[src/rtl/sdram_pkg.sv]
// Shared definitions for the SDRAM init sequencer: command codes,
// sequencer states and mode-register field helpers.
package sdram_pkg;

    // {cs_n, ras_n, cas_n, we_n}
    typedef enum logic [3:0] {
        CMD_LMR = 4'b0000,
        CMD_REF = 4'b0001,
        CMD_PRE = 4'b0010,
        CMD_ACT = 4'b0011,
        CMD_WR  = 4'b0100,
        CMD_RD  = 4'b0101,
        CMD_NOP = 4'b0111,
        CMD_INH = 4'b1111
    } cmd_e;

    typedef enum logic [7:0] {
        ST_IDLE  = 8'b0000_0001,
        ST_PWRUP = 8'b0000_0010,
        ST_PRE   = 8'b0000_0100,
        ST_REF   = 8'b0000_1000,
        ST_MRS   = 8'b0001_0000,
        ST_EMRS  = 8'b0010_0000,
        ST_DONE  = 8'b0100_0000,
        ST_MR_WR = 8'b1000_0000
    } state_e;

    localparam int MR_BL_LSB = 0;
    localparam int MR_BT_BIT = 3;
    localparam int MR_CL_LSB = 4;
    localparam int MR_WB_BIT = 9;

    function automatic logic [12:0] mr_encode(
        input logic [2:0] bl,
        input logic       bt,
        input logic [2:0] cl,
        input logic       wb
    );
        logic [12:0] v;
        v = '0;
        v[MR_BL_LSB +: 3] = bl;
        v[MR_BT_BIT]      = bt;
        v[MR_CL_LSB +: 3] = cl;
        v[MR_WB_BIT]      = wb;
        return v;
    endfunction

endpackage

[src/rtl/sdram_init_seq_if.sv]
// Command bus plus init/MR handshake between the init sequencer
// and the controller top.
interface sdram_init_seq_if #(
    parameter int AW = 13,
    parameter int BW = 2
);
    logic          init_done;
    logic          seq_busy;
    logic          reinit_req;
    logic          mr_req;
    logic [AW-1:0] mr_data;
    logic          mr_ack;
    logic          sdram_cke;
    logic          sdram_cs_n;
    logic          sdram_ras_n;
    logic          sdram_cas_n;
    logic          sdram_we_n;
    logic [BW-1:0] sdram_ba;
    logic [AW-1:0] sdram_addr;

    modport master (
        input  reinit_req, mr_req, mr_data,
        output init_done, seq_busy, mr_ack,
        output sdram_cke, sdram_cs_n, sdram_ras_n,
        output sdram_cas_n, sdram_we_n, sdram_ba, sdram_addr
    );

    modport slave (
        output reinit_req, mr_req, mr_data,
        input  init_done, seq_busy, mr_ack,
        input  sdram_cke, sdram_cs_n, sdram_ras_n,
        input  sdram_cas_n, sdram_we_n, sdram_ba, sdram_addr
    );
endinterface

[src/rtl/sdram_cyc_timer.sv]
// Loadable down-counter that stops at zero; o_zero flags expiry.
module sdram_cyc_timer #(
    parameter int W = 8
) (
    input  logic         clk,
    input  logic         reset_n,
    input  logic         i_load,
    input  logic [W-1:0] i_val,
    input  logic         i_en,
    output logic         o_zero
);
    logic [W-1:0] r_cnt;

    always_ff @(posedge clk) begin
        if (!reset_n) begin
            r_cnt <= '0;
        end else if (i_load) begin
            r_cnt <= i_val;
        end else if (i_en && r_cnt != '0) begin
            r_cnt <= r_cnt - 1'b1;
        end
    end

    assign o_zero = (r_cnt == '0);
endmodule

[src/rtl/sdram_init_seq.sv]
// SDRAM power-up / re-init sequencer with runtime mode-register
// write handshake. Owns the command bus until init_done.
module sdram_init_seq
    import sdram_pkg::*;
#(
    parameter int SDRAM_ADDR_WIDTH = 13,
    parameter int SDRAM_BA_WIDTH   = 2,
    parameter int CLK_FREQ_MHZ     = 100,
    parameter int POWERUP_US       = 200,
    parameter int tRP_CYCLE        = 2,
    parameter int tRFC_CYCLE       = 7,
    parameter int tMRD_CYCLE       = 2,
    parameter int INIT_REF_CNT     = 8,
    parameter logic [SDRAM_ADDR_WIDTH-1:0] MR_VALUE =
        SDRAM_ADDR_WIDTH'(mr_encode(3'd0, 1'b0, 3'd3, 1'b0)),
    parameter int EMR_EN           = 0,
    parameter logic [SDRAM_ADDR_WIDTH-1:0] EMR_VALUE = '0
) (
    input logic              clk,
    input logic              reset_n,
    sdram_init_seq_if.master bus
);
    localparam int PWR_CYC = POWERUP_US * CLK_FREQ_MHZ;
    localparam int T_A  = (PWR_CYC > tRFC_CYCLE) ? PWR_CYC : tRFC_CYCLE;
    localparam int T_B  = (T_A > tRP_CYCLE) ? T_A : tRP_CYCLE;
    localparam int TMAX = (T_B > tMRD_CYCLE) ? T_B : tMRD_CYCLE;
    localparam int TW   = $clog2(TMAX + 1);
    localparam int RW   = $clog2(INIT_REF_CNT + 1);

    localparam logic [TW-1:0] PWR_LD = TW'(PWR_CYC - 1);
    localparam logic [TW-1:0] RP_LD  = TW'(tRP_CYCLE - 1);
    localparam logic [TW-1:0] RFC_LD = TW'(tRFC_CYCLE - 1);
    localparam logic [TW-1:0] MRD_LD = TW'(tMRD_CYCLE - 1);
    localparam logic [RW-1:0] REF_LD = RW'(INIT_REF_CNT - 1);

    state_e                      r_state;
    state_e                      w_next;
    logic                        r_first;
    logic                        r_mr_ack;
    logic [SDRAM_ADDR_WIDTH-1:0] r_mr_data;

    logic                        w_load;
    logic [TW-1:0]               w_load_val;
    logic                        w_tzero;
    logic                        w_rload;
    logic                        w_rdec;
    logic                        w_rzero;
    logic                        w_mr_acc;
    logic                        w_ack_set;

    cmd_e                        w_cmd;
    logic                        w_cke;
    logic [SDRAM_BA_WIDTH-1:0]   w_ba;
    logic [SDRAM_ADDR_WIDTH-1:0] w_addr;
    logic                        w_init_done;
    logic                        w_busy;

    sdram_cyc_timer #(.W(TW)) u_tmr (
        .clk     (clk),
        .reset_n (reset_n),
        .i_load  (w_load),
        .i_val   (w_load_val),
        .i_en    (1'b1),
        .o_zero  (w_tzero)
    );

    sdram_cyc_timer #(.W(RW)) u_ref (
        .clk     (clk),
        .reset_n (reset_n),
        .i_load  (w_rload),
        .i_val   (REF_LD),
        .i_en    (w_rdec),
        .o_zero  (w_rzero)
    );

    // r_first marks the issue cycle of each timed step
    always_ff @(posedge clk) begin
        if (!reset_n) begin
            r_state   <= ST_IDLE;
            r_first   <= 1'b0;
            r_mr_ack  <= 1'b0;
            r_mr_data <= '0;
        end else begin
            r_state  <= w_next;
            r_first  <= w_load;
            r_mr_ack <= w_ack_set;
            if (w_mr_acc) begin
                r_mr_data <= bus.mr_data;
            end
        end
    end

    always_comb begin
        w_next     = r_state;
        w_load     = 1'b0;
        w_load_val = '0;
        w_rload    = 1'b0;
        w_rdec     = 1'b0;
        w_mr_acc   = 1'b0;
        w_ack_set  = 1'b0;
        unique case (r_state)
            ST_IDLE: begin
                w_next     = ST_PWRUP;
                w_load     = 1'b1;
                w_load_val = PWR_LD;
            end
            ST_PWRUP: begin
                if (w_tzero) begin
                    w_next     = ST_PRE;
                    w_load     = 1'b1;
                    w_load_val = RP_LD;
                end
            end
            ST_PRE: begin
                if (w_tzero) begin
                    w_next     = ST_REF;
                    w_load     = 1'b1;
                    w_load_val = RFC_LD;
                    w_rload    = 1'b1;
                end
            end
            ST_REF: begin
                if (w_tzero && w_rzero) begin
                    w_next     = ST_MRS;
                    w_load     = 1'b1;
                    w_load_val = MRD_LD;
                end else if (w_tzero) begin
                    w_rdec     = 1'b1;
                    w_load     = 1'b1;
                    w_load_val = RFC_LD;
                end
            end
            ST_MRS: begin
                if (w_tzero && EMR_EN != 0) begin
                    w_next     = ST_EMRS;
                    w_load     = 1'b1;
                    w_load_val = MRD_LD;
                end else if (w_tzero) begin
                    w_next = ST_DONE;
                end
            end
            ST_EMRS: begin
                if (w_tzero) begin
                    w_next = ST_DONE;
                end
            end
            // the ack cycle blocks re-accepting the still-held mr_req
            ST_DONE: begin
                if (bus.reinit_req) begin
                    w_next     = ST_PRE;
                    w_load     = 1'b1;
                    w_load_val = RP_LD;
                end else if (bus.mr_req && !r_mr_ack) begin
                    w_next     = ST_MR_WR;
                    w_load     = 1'b1;
                    w_load_val = MRD_LD;
                    w_mr_acc   = 1'b1;
                end
            end
            ST_MR_WR: begin
                if (w_tzero) begin
                    w_next    = ST_DONE;
                    w_ack_set = 1'b1;
                end
            end
            default: w_next = ST_IDLE;
        endcase
    end

    always_comb begin
        w_cmd       = CMD_NOP;
        w_cke       = 1'b1;
        w_ba        = '0;
        w_addr      = '0;
        w_init_done = 1'b0;
        w_busy      = 1'b1;
        unique case (r_state)
            ST_IDLE: begin
                w_cmd = CMD_INH;
                w_cke = 1'b0;
            end
            ST_PRE: begin
                if (r_first) begin
                    w_cmd      = CMD_PRE;
                    w_addr[10] = 1'b1;
                end
            end
            ST_REF: begin
                if (r_first) begin
                    w_cmd = CMD_REF;
                end
            end
            ST_MRS: begin
                if (r_first) begin
                    w_cmd  = CMD_LMR;
                    w_addr = MR_VALUE;
                end
            end
            ST_EMRS: begin
                if (r_first) begin
                    w_cmd  = CMD_LMR;
                    w_ba   = SDRAM_BA_WIDTH'(2'b10);
                    w_addr = EMR_VALUE;
                end
            end
            ST_DONE: begin
                w_init_done = 1'b1;
                w_busy      = 1'b0;
            end
            ST_MR_WR: begin
                w_init_done = 1'b1;
                if (r_first) begin
                    w_cmd  = CMD_LMR;
                    w_addr = r_mr_data;
                end
            end
            default: ;
        endcase
    end

    assign bus.init_done   = w_init_done;
    assign bus.seq_busy    = w_busy;
    assign bus.mr_ack      = r_mr_ack;
    assign bus.sdram_cke   = w_cke;
    assign bus.sdram_cs_n  = w_cmd[3];
    assign bus.sdram_ras_n = w_cmd[2];
    assign bus.sdram_cas_n = w_cmd[1];
    assign bus.sdram_we_n  = w_cmd[0];
    assign bus.sdram_ba    = w_ba;
    assign bus.sdram_addr  = w_addr;
endmodule

[src/flat_wrapper.sv]
// flat-port wrapper written by rule: the top's interface ports become plain ports
module sdram_init_seq_flat import sdram_pkg::*;
#(
    parameter int SDRAM_ADDR_WIDTH = 13,
    parameter int SDRAM_BA_WIDTH   = 2,
    parameter int CLK_FREQ_MHZ     = 100,
    parameter int POWERUP_US       = 200,
    parameter int tRP_CYCLE        = 2,
    parameter int tRFC_CYCLE       = 7,
    parameter int tMRD_CYCLE       = 2,
    parameter int INIT_REF_CNT     = 8,
    parameter logic [SDRAM_ADDR_WIDTH-1:0] MR_VALUE =
        SDRAM_ADDR_WIDTH'(mr_encode(3'd0, 1'b0, 3'd3, 1'b0)),
    parameter int EMR_EN           = 0,
    parameter logic [SDRAM_ADDR_WIDTH-1:0] EMR_VALUE = '0
)
  (clk, reset_n, bus_reinit_req, bus_mr_req, bus_mr_data, bus_init_done, bus_seq_busy, bus_mr_ack, bus_sdram_cke, bus_sdram_cs_n, bus_sdram_ras_n, bus_sdram_cas_n, bus_sdram_we_n, bus_sdram_ba, bus_sdram_addr);
  sdram_init_seq_if #(.AW(13), .BW(2)) bus_i ();
  input logic clk;
  input logic reset_n;
  input wire logic [$bits(bus_i.reinit_req)-1:0] bus_reinit_req;
  input wire logic [$bits(bus_i.mr_req)-1:0] bus_mr_req;
  input wire logic [$bits(bus_i.mr_data)-1:0] bus_mr_data;
  output wire logic [$bits(bus_i.init_done)-1:0] bus_init_done;
  output wire logic [$bits(bus_i.seq_busy)-1:0] bus_seq_busy;
  output wire logic [$bits(bus_i.mr_ack)-1:0] bus_mr_ack;
  output wire logic [$bits(bus_i.sdram_cke)-1:0] bus_sdram_cke;
  output wire logic [$bits(bus_i.sdram_cs_n)-1:0] bus_sdram_cs_n;
  output wire logic [$bits(bus_i.sdram_ras_n)-1:0] bus_sdram_ras_n;
  output wire logic [$bits(bus_i.sdram_cas_n)-1:0] bus_sdram_cas_n;
  output wire logic [$bits(bus_i.sdram_we_n)-1:0] bus_sdram_we_n;
  output wire logic [$bits(bus_i.sdram_ba)-1:0] bus_sdram_ba;
  output wire logic [$bits(bus_i.sdram_addr)-1:0] bus_sdram_addr;
  assign bus_i.reinit_req = bus_reinit_req;
  assign bus_i.mr_req = bus_mr_req;
  assign bus_i.mr_data = bus_mr_data;
  assign bus_init_done = bus_i.init_done;
  assign bus_seq_busy = bus_i.seq_busy;
  assign bus_mr_ack = bus_i.mr_ack;
  assign bus_sdram_cke = bus_i.sdram_cke;
  assign bus_sdram_cs_n = bus_i.sdram_cs_n;
  assign bus_sdram_ras_n = bus_i.sdram_ras_n;
  assign bus_sdram_cas_n = bus_i.sdram_cas_n;
  assign bus_sdram_we_n = bus_i.sdram_we_n;
  assign bus_sdram_ba = bus_i.sdram_ba;
  assign bus_sdram_addr = bus_i.sdram_addr;
  sdram_init_seq #(.SDRAM_ADDR_WIDTH(SDRAM_ADDR_WIDTH), .SDRAM_BA_WIDTH(SDRAM_BA_WIDTH), .CLK_FREQ_MHZ(CLK_FREQ_MHZ), .POWERUP_US(POWERUP_US), .tRP_CYCLE(tRP_CYCLE), .tRFC_CYCLE(tRFC_CYCLE), .tMRD_CYCLE(tMRD_CYCLE), .INIT_REF_CNT(INIT_REF_CNT), .MR_VALUE(MR_VALUE), .EMR_EN(EMR_EN), .EMR_VALUE(EMR_VALUE)) u_core (.clk(clk), .reset_n(reset_n), .bus(bus_i));
endmodule
[config.mk]
export PLATFORM = sky130hd
export DESIGN_NAME = sdram_init_seq_flat
export DESIGN_NICKNAME = d
export VERILOG_FILES = /design/src/rtl/sdram_pkg.sv /design/src/rtl/sdram_init_seq_if.sv /design/src/rtl/sdram_cyc_timer.sv /design/src/rtl/sdram_init_seq.sv /design/src/flat_wrapper.sv
export SDC_FILE = /design/constraint.sdc
export NUM_CORES = 1
export LEC_CHECK = 0
export ABC_AREA = 1
export BUFFER_PORTS_ARGS = -buffer_cell sky130_fd_sc_hd__buf_2
export CAP_MARGIN = 20
export CORE_MARGIN = 2
export CORE_UTILIZATION = 56
export CTS_BUF_LIST = sky130_fd_sc_hd__clkbuf_8 sky130_fd_sc_hd__clkbuf_16
export DETAILED_ROUTE_END_ITERATION = 10
export PLACE_DENSITY_LB_ADDON = 0.08
export SETUP_SLACK_MARGIN = 0.05
export SYNTH_ARGS = -nofsm -noshare
export SYNTH_HDL_FRONTEND = slang
export SYNTH_SLANG_ARGS = --single-unit
export TNS_END_PERCENT = 20
[constraint.sdc]
create_clock -name clk -period 1.8 [get_ports clk]
set_input_delay 0.36 -clock clk [delete_from_list [all_inputs] [get_ports clk]]
set_output_delay 0.36 -clock clk [all_outputs]
set_load 0.02 [all_outputs]
## Word-level counts from Yosys, hierarchy flattened

Index checks and enable logic that the tools add are counted.

| word-level totals | value |
|---|---|
| input bits | 17 |
| output and inout bits | 23 |
| flip-flop bits (word level) | 42 |
| logic and storage cells | 81 |

| cells by class | value |
|---|---|
| reduce and logical (&&, ||, !) cells | 16 |
| muxes and demuxes | 42 |
| $add $sub $neg | 2 |
| bitwise logic cells | 1 |
| eq/ne operators | 13 |

Operator list:

| operator | number |
|---|---|
| $pmux W15 S5 | 1 |
| $mux W8 | 6 |
| $pmux W8 S6 | 1 |
| $mux W15 | 3 |
| $mux W3 | 7 |
| $pmux W10 S2 | 1 |
| $pmux W4 S4 | 1 |
| $logic_not A15 Y1 | 1 |
| $mux W1 | 15 |
| $reduce_bool A15 Y1 | 1 |
| $sub A15 B1 Y15 const B | 1 |
| $mux W13 | 1 |
| $eq A8 B1 Y1 const B | 1 |
| $eq A8 B2 Y1 const B | 1 |
| $eq A8 B3 Y1 const B | 1 |
| $eq A8 B4 Y1 const B | 1 |
| $eq A8 B5 Y1 const B | 1 |
| $eq A8 B6 Y1 const B | 1 |
| $eq A8 B7 Y1 const B | 1 |
| $eq A8 B8 Y1 const B | 1 |
| $ne A2 B1 Y1 const B | 4 |
| $mux W6 | 1 |
| $reduce_or A2 Y1 | 3 |
| $reduce_and A5 Y1 | 1 |
| 14 further kinds | 18 |

## Longest topological paths before layout

| logic depth | value |
|---|---|
| depth after elaboration | 7 |
| depth in mapped cells | 14 |
| depth with buffers taken out | 14 |

## By module

Synthesis repeated with hierarchy kept, for this count alone.

| unflattened totals | value |
|---|---|
| cells, all modules | 422 |
| area, all modules | 2610.0 sq um |

Modules (own cells, without submodules):

| module | cells an instance | times used | seq. area each (sq um) | area each (sq um) |
|---|---|---|---|---|
| sdram_init_seq | 191 | 1 | 440.4 | 1199.9 |
| sdram_cyc_timer at u_core.u_tmr | 190 | 1 | 300.3 | 1136.1 |
| sdram_cyc_timer at u_core.u_ref | 41 | 1 | 80.1 | 274.0 |

## Least setup slack after synthesis

OpenSTA, ideal clock, no wires.

| timing path | value |
|---|---|
| path kind | reg-to-output |
| start | reg u_core.r_state[0] |
| end | out bus_sdram_addr[0] |
| cell stages (with the launch flop) | 7 |
| data required time | 1440 ps |
| arrival | 1458 ps |
| buffers on the path | 1 |
| path slack | -18 ps |
| cells stage by stage | dfxtp_1 nor2_1 nand2_2 nor2_1 inv_1 buf_1 nor3_1 |

| between the ends | value |
|---|---|
| cells in the longest elaborated chain, start to end | 2 |
| elaborated cells between the ends (all ways) | 3 |
| those cells by class | eq/ne: 2; mux: 1 |

Ends and longest elaborated chain:

| item | RTL line | source |
|---|---|---|
| start, declared | sdram_init_seq.sv:36 | `state_e r_state;` |
| start signal, assigned | sdram_init_seq.sv:84 | `r_state <= w_next;` |
| $eq A8 B8 Y1 / $eq A8 B5 Y1 (equally long branches) | sdram_init_seq.sv:177 | `unique case (r_state)` |
| $pmux W10 S2 * | sdram_init_seq.sv:177 |  |
| end, declared | flat_wrapper.sv:33 | `output wire logic [$bits(bus_i.sdram_addr)-1:0] bus_sdram_addr;` |

Every way passes the cells marked *; elsewhere a longest branch is shown, timed or not.

## Worst setup path in the final report

| timing path | value |
|---|---|
| start | reg u_core.r_state[2] |
| end | out bus_sdram_addr[10] |

| between the ends | value |
|---|---|
| cells in the longest elaborated chain, start to end | 2 |
| elaborated cells between the ends (all ways) | 4 |
| those cells by class | eq/ne: 3; mux: 1 |

Ends and longest elaborated chain:

| item | RTL line |
|---|---|
| $eq A8 B8 Y1, or another cell as far along | sdram_init_seq.sv:177 |
| $pmux W1 S3 * | sdram_init_seq.sv:177 |

Marks and branches as above.

==> flow_summary_export.csv <==
group,metric,value,unit
final_layout,final_common_cell,"nor2_1",
run,maxCapViolCount,0,
clock_tree,cts_made_buffers,5,
logic_synthesis,synth_top_area_share,34.35,%
final_layout,syn_to_final_growth,29.27,%
floorplanning,io_pins,40,
logic_synthesis,synth_cells,350,
placed_design,gp_congestion,0.8956,
clock_tree,clock_path_buffers,2,
global_route,antenna_found_initial,0,
clock_tree,cts_tree,"yes",
detailed_routing,routed_via_density,5.272,
logic_synthesis,synthArstFlopShare,0,%
power,p_leak,1.419,nW
run_status,violations,"setup timing",
power,powerDensity,1417,nW/um^2
logic_synthesis,synth_ff_type,"dfxtp_1",
logic_synthesis,ys_types,35,
timing,period_needed,1.891,ns
final_layout,fin_nets,423,
critical_path,cp_num_buf_inv,3,
critical_path,crit_required,1.44,ns
critical_path,critical_path.max_fanout,5,
logic_synthesis,ys_seq_area_share,34.35,%
hold_path,hold_class,"input port to flip-flop",
detailed_routing,drt_iter0_markers,114,
global_route,overflow,0,
logic_synthesis,syn_area_per_cell,6.828,um^2
power,ir_drop,0.5084,mV
final_layout,final_cells,453,
critical_path,slowest_stage,"dfxtp_2",
logic_synthesis,yosysTopAreaCell,"dfxtp_1",
placed_design,dp_hpwl,3855,um
timing,fin_crit_sh,105.1,%
power,total_power,4.378,mW
floorplanning,die_h,69.33,um
timing,timing.fmax,0.5288,GHz
final_layout,fin_util,76.13,%
global_route,track_usage,23.65,%
global_route,grt_max_degree,28,
timing,final.setup.worst_slack,-0.09101,ns
placed_design,io_buffer_count,37,
critical_path,end_kind,"output port",
floorplanning,die_w,69.33,um
timing,clock_skew,0.003609,ns
logic_synthesis,ys_ff_latch,41,
detailed_routing,drtAntennaViolNets,0,
timing,setup_viol,12,
logic_synthesis,synth_edf_count,0,
detailed_routing,wirelength,5717,um
clock_tree,holdBufCountCts,0,
floorplanning,coreArea,4058,um^2
detailed_routing,drc,0,
global_route,grt_pass1_vias,2191,
floorplanning,start_util,58.90,%
run_status,status,"finished, violations left",
critical_path,cp_slowest_stage_delay,0.35,ns
critical_path,worst_ep_arrival_time,1.53,ns
placed_design,dp.cells,437,
detailed_routing,wl_per_cell,12.62,um
logic_synthesis,synthesis.area,2390,um^2
global_route,grt_pass1_wl,9349,um
critical_path,cpLargestDelayFamily,"simple AND/OR/NAND/NOR gates",
logic_synthesis,synth_warnings,0,
detailed_routing,dr_total_vias,2388,
final_layout,drive_gt1_share,32.26,%
timing,rsz0062_at_grt,"true",
floorplanning,std_cell_rows,23,
clock_tree,clk_pin_slew,0.07,ns
clock_tree,h-tree-depth,2,
floorplanning,die-area,4806,um^2
final_layout,n_antenna_cell,0,
critical_path,crit_type,"flip-flop to output port",
critical_path,cp-start-kind,"flip-flop",
clock_tree,cts-root-buf,"clkbuf_8",
logic_synthesis,synthTopCellsByArea,"dfxtp_1 34%, nor2_1 10%, nand2_1 8.6%",
clock_tree,clkLatencyLatePin,0.29,ns
timing,final_hold_viol_count,0,
final_layout,layout_common_cells,"58 x nor2_1, 53 x nand2_1, 41 x inv_1",
detailed_routing,dr.pass1.iters,4,
timing,maxSlewViolCount,0,
critical_path,worstPathCellList,"inv_1, nor2_1, nand2_1, nor2_4, inv_4, a21oi_2, buf_6",
clock_tree,cts.sink_count,41,
## where the power goes
group / internal [mW] / switching [mW] / total, mW
clock network: 0.259 / 0.310 / 0.568
logic: 0.962 / 1.57 / 2.54
registers: 1.09 / 0.180 / 1.27
total: 2.32 / 2.06 / 4.38
## timing repair
action,CTS,global route
setup buffers,4,4
gates resized for setup,22,62
setup endpoints to repair,18,35
pin swaps,3,9
hold endpoints to repair,0,0
## state kept, by name, indices dropped and copies added (netlist names)
name                cells
u_core.bus.mr_ack       1
u_core.r_mr_data       13
u_core.r_state          7
u_core.u_ref.r_cnt      4
u_core.u_tmr.r_cnt     15
u_core.r_first          1
## stage by stage
| step | hold WS (ns) | setup TNS (ns) | instance area, um^2 | setup slack (ns) |
|---|---|---|---|---|
| 4_1_cts | 0.3293 | -0.8078 | 2820 | -0.07601 |
| 2_1_floorplan | 0.4232 | -0.1650 | 2394 | -0.01834 |
| 3_3_place_gp | 0.4348 | 0 | 2649 | 0.1626 |
| 6_report | 0.3383 | -0.5081 | 3089 | -0.09101 |
| 3_5_place_dp | 0.4371 | 0 | 2649 | 0.08240 |
| 5_1_grt | 0.3424 | -1.993 | 3089 | -0.1961 |
## cell families after synthesis
logic type	after synthesis	synth area share (%)
adders and majority gates	4	2.094
xor gates and xnor gates	13	4.764
other	1	0.1569
AOI/OAI and AO/OA	46	10.05
DFF	41	34.35
buffers and inverters	60	10.26
and+or+nand+nor	185	38.32
## cell type report
type	instances	area, um^2
inverters	51	200.2
multi-input cells	250	1509
clock inverters	3	11.26
repair buffers	53	406.6
well taps	50	62.56
clock buffers	5	68.82
flip-flops and latches	41	830.8
fillers	313	968.4
## worst paths after layout
kind / start / end / slack, ns / depth (start not counted)
worst max-delay path: u_core.r_state[2]$_SDFFE_PN0P_ / bus_sdram_addr[10] / -0.09 / 7
worst min-delay path: bus_mr_data[10] / u_core.r_mr_data[10]$_SDFFE_PN0P_ / 0.34 / 3
worst min register to register: u_core.r_mr_data[10]$_SDFFE_PN0P_ / u_core.r_mr_data[10]$_SDFFE_PN0P_ / 0.45 / 2
worst max register to register: u_core.r_state[3]$_SDFFE_PN0P_ / u_core.u_tmr.r_cnt[11]$_SDFFE_PN0P_ / 0.14 / 12
## cell usage after synthesis (2+ instances only)
library cell / n
buf_2: 3
nand2_4: 2
xor2_1: 9
inv_2: 5
o31ai_1: 2
dfxtp_1: 41
o21ai_0: 18
a21oi_1: 24
nand2_1: 55
nor2_1: 64
nand4_1: 2
buf_4: 2
nand3_1: 23
inv_1: 45
nand3_4: 3
nor3_1: 13
clkbuf_1: 2
nor2_2: 4
xnor2_1: 4
ha_1: 4
nand2_2: 5
nor2_4: 7
## worst min-delay path: cells and delay by family
kind,cells,cell delay [ns]
buf+inv,1,0.07
compound gates,2,0.17
## per-layer routing
layer | GRT usage [%] | wire length [um]
met2 | 41.35 | 2901
met3 | 5.378 | 318
met5 | 0 | 0
met4 | 10.24 | 162
met1 | 27.53 | 2335
Note: power is estimated with default switching activity, not from simulation.
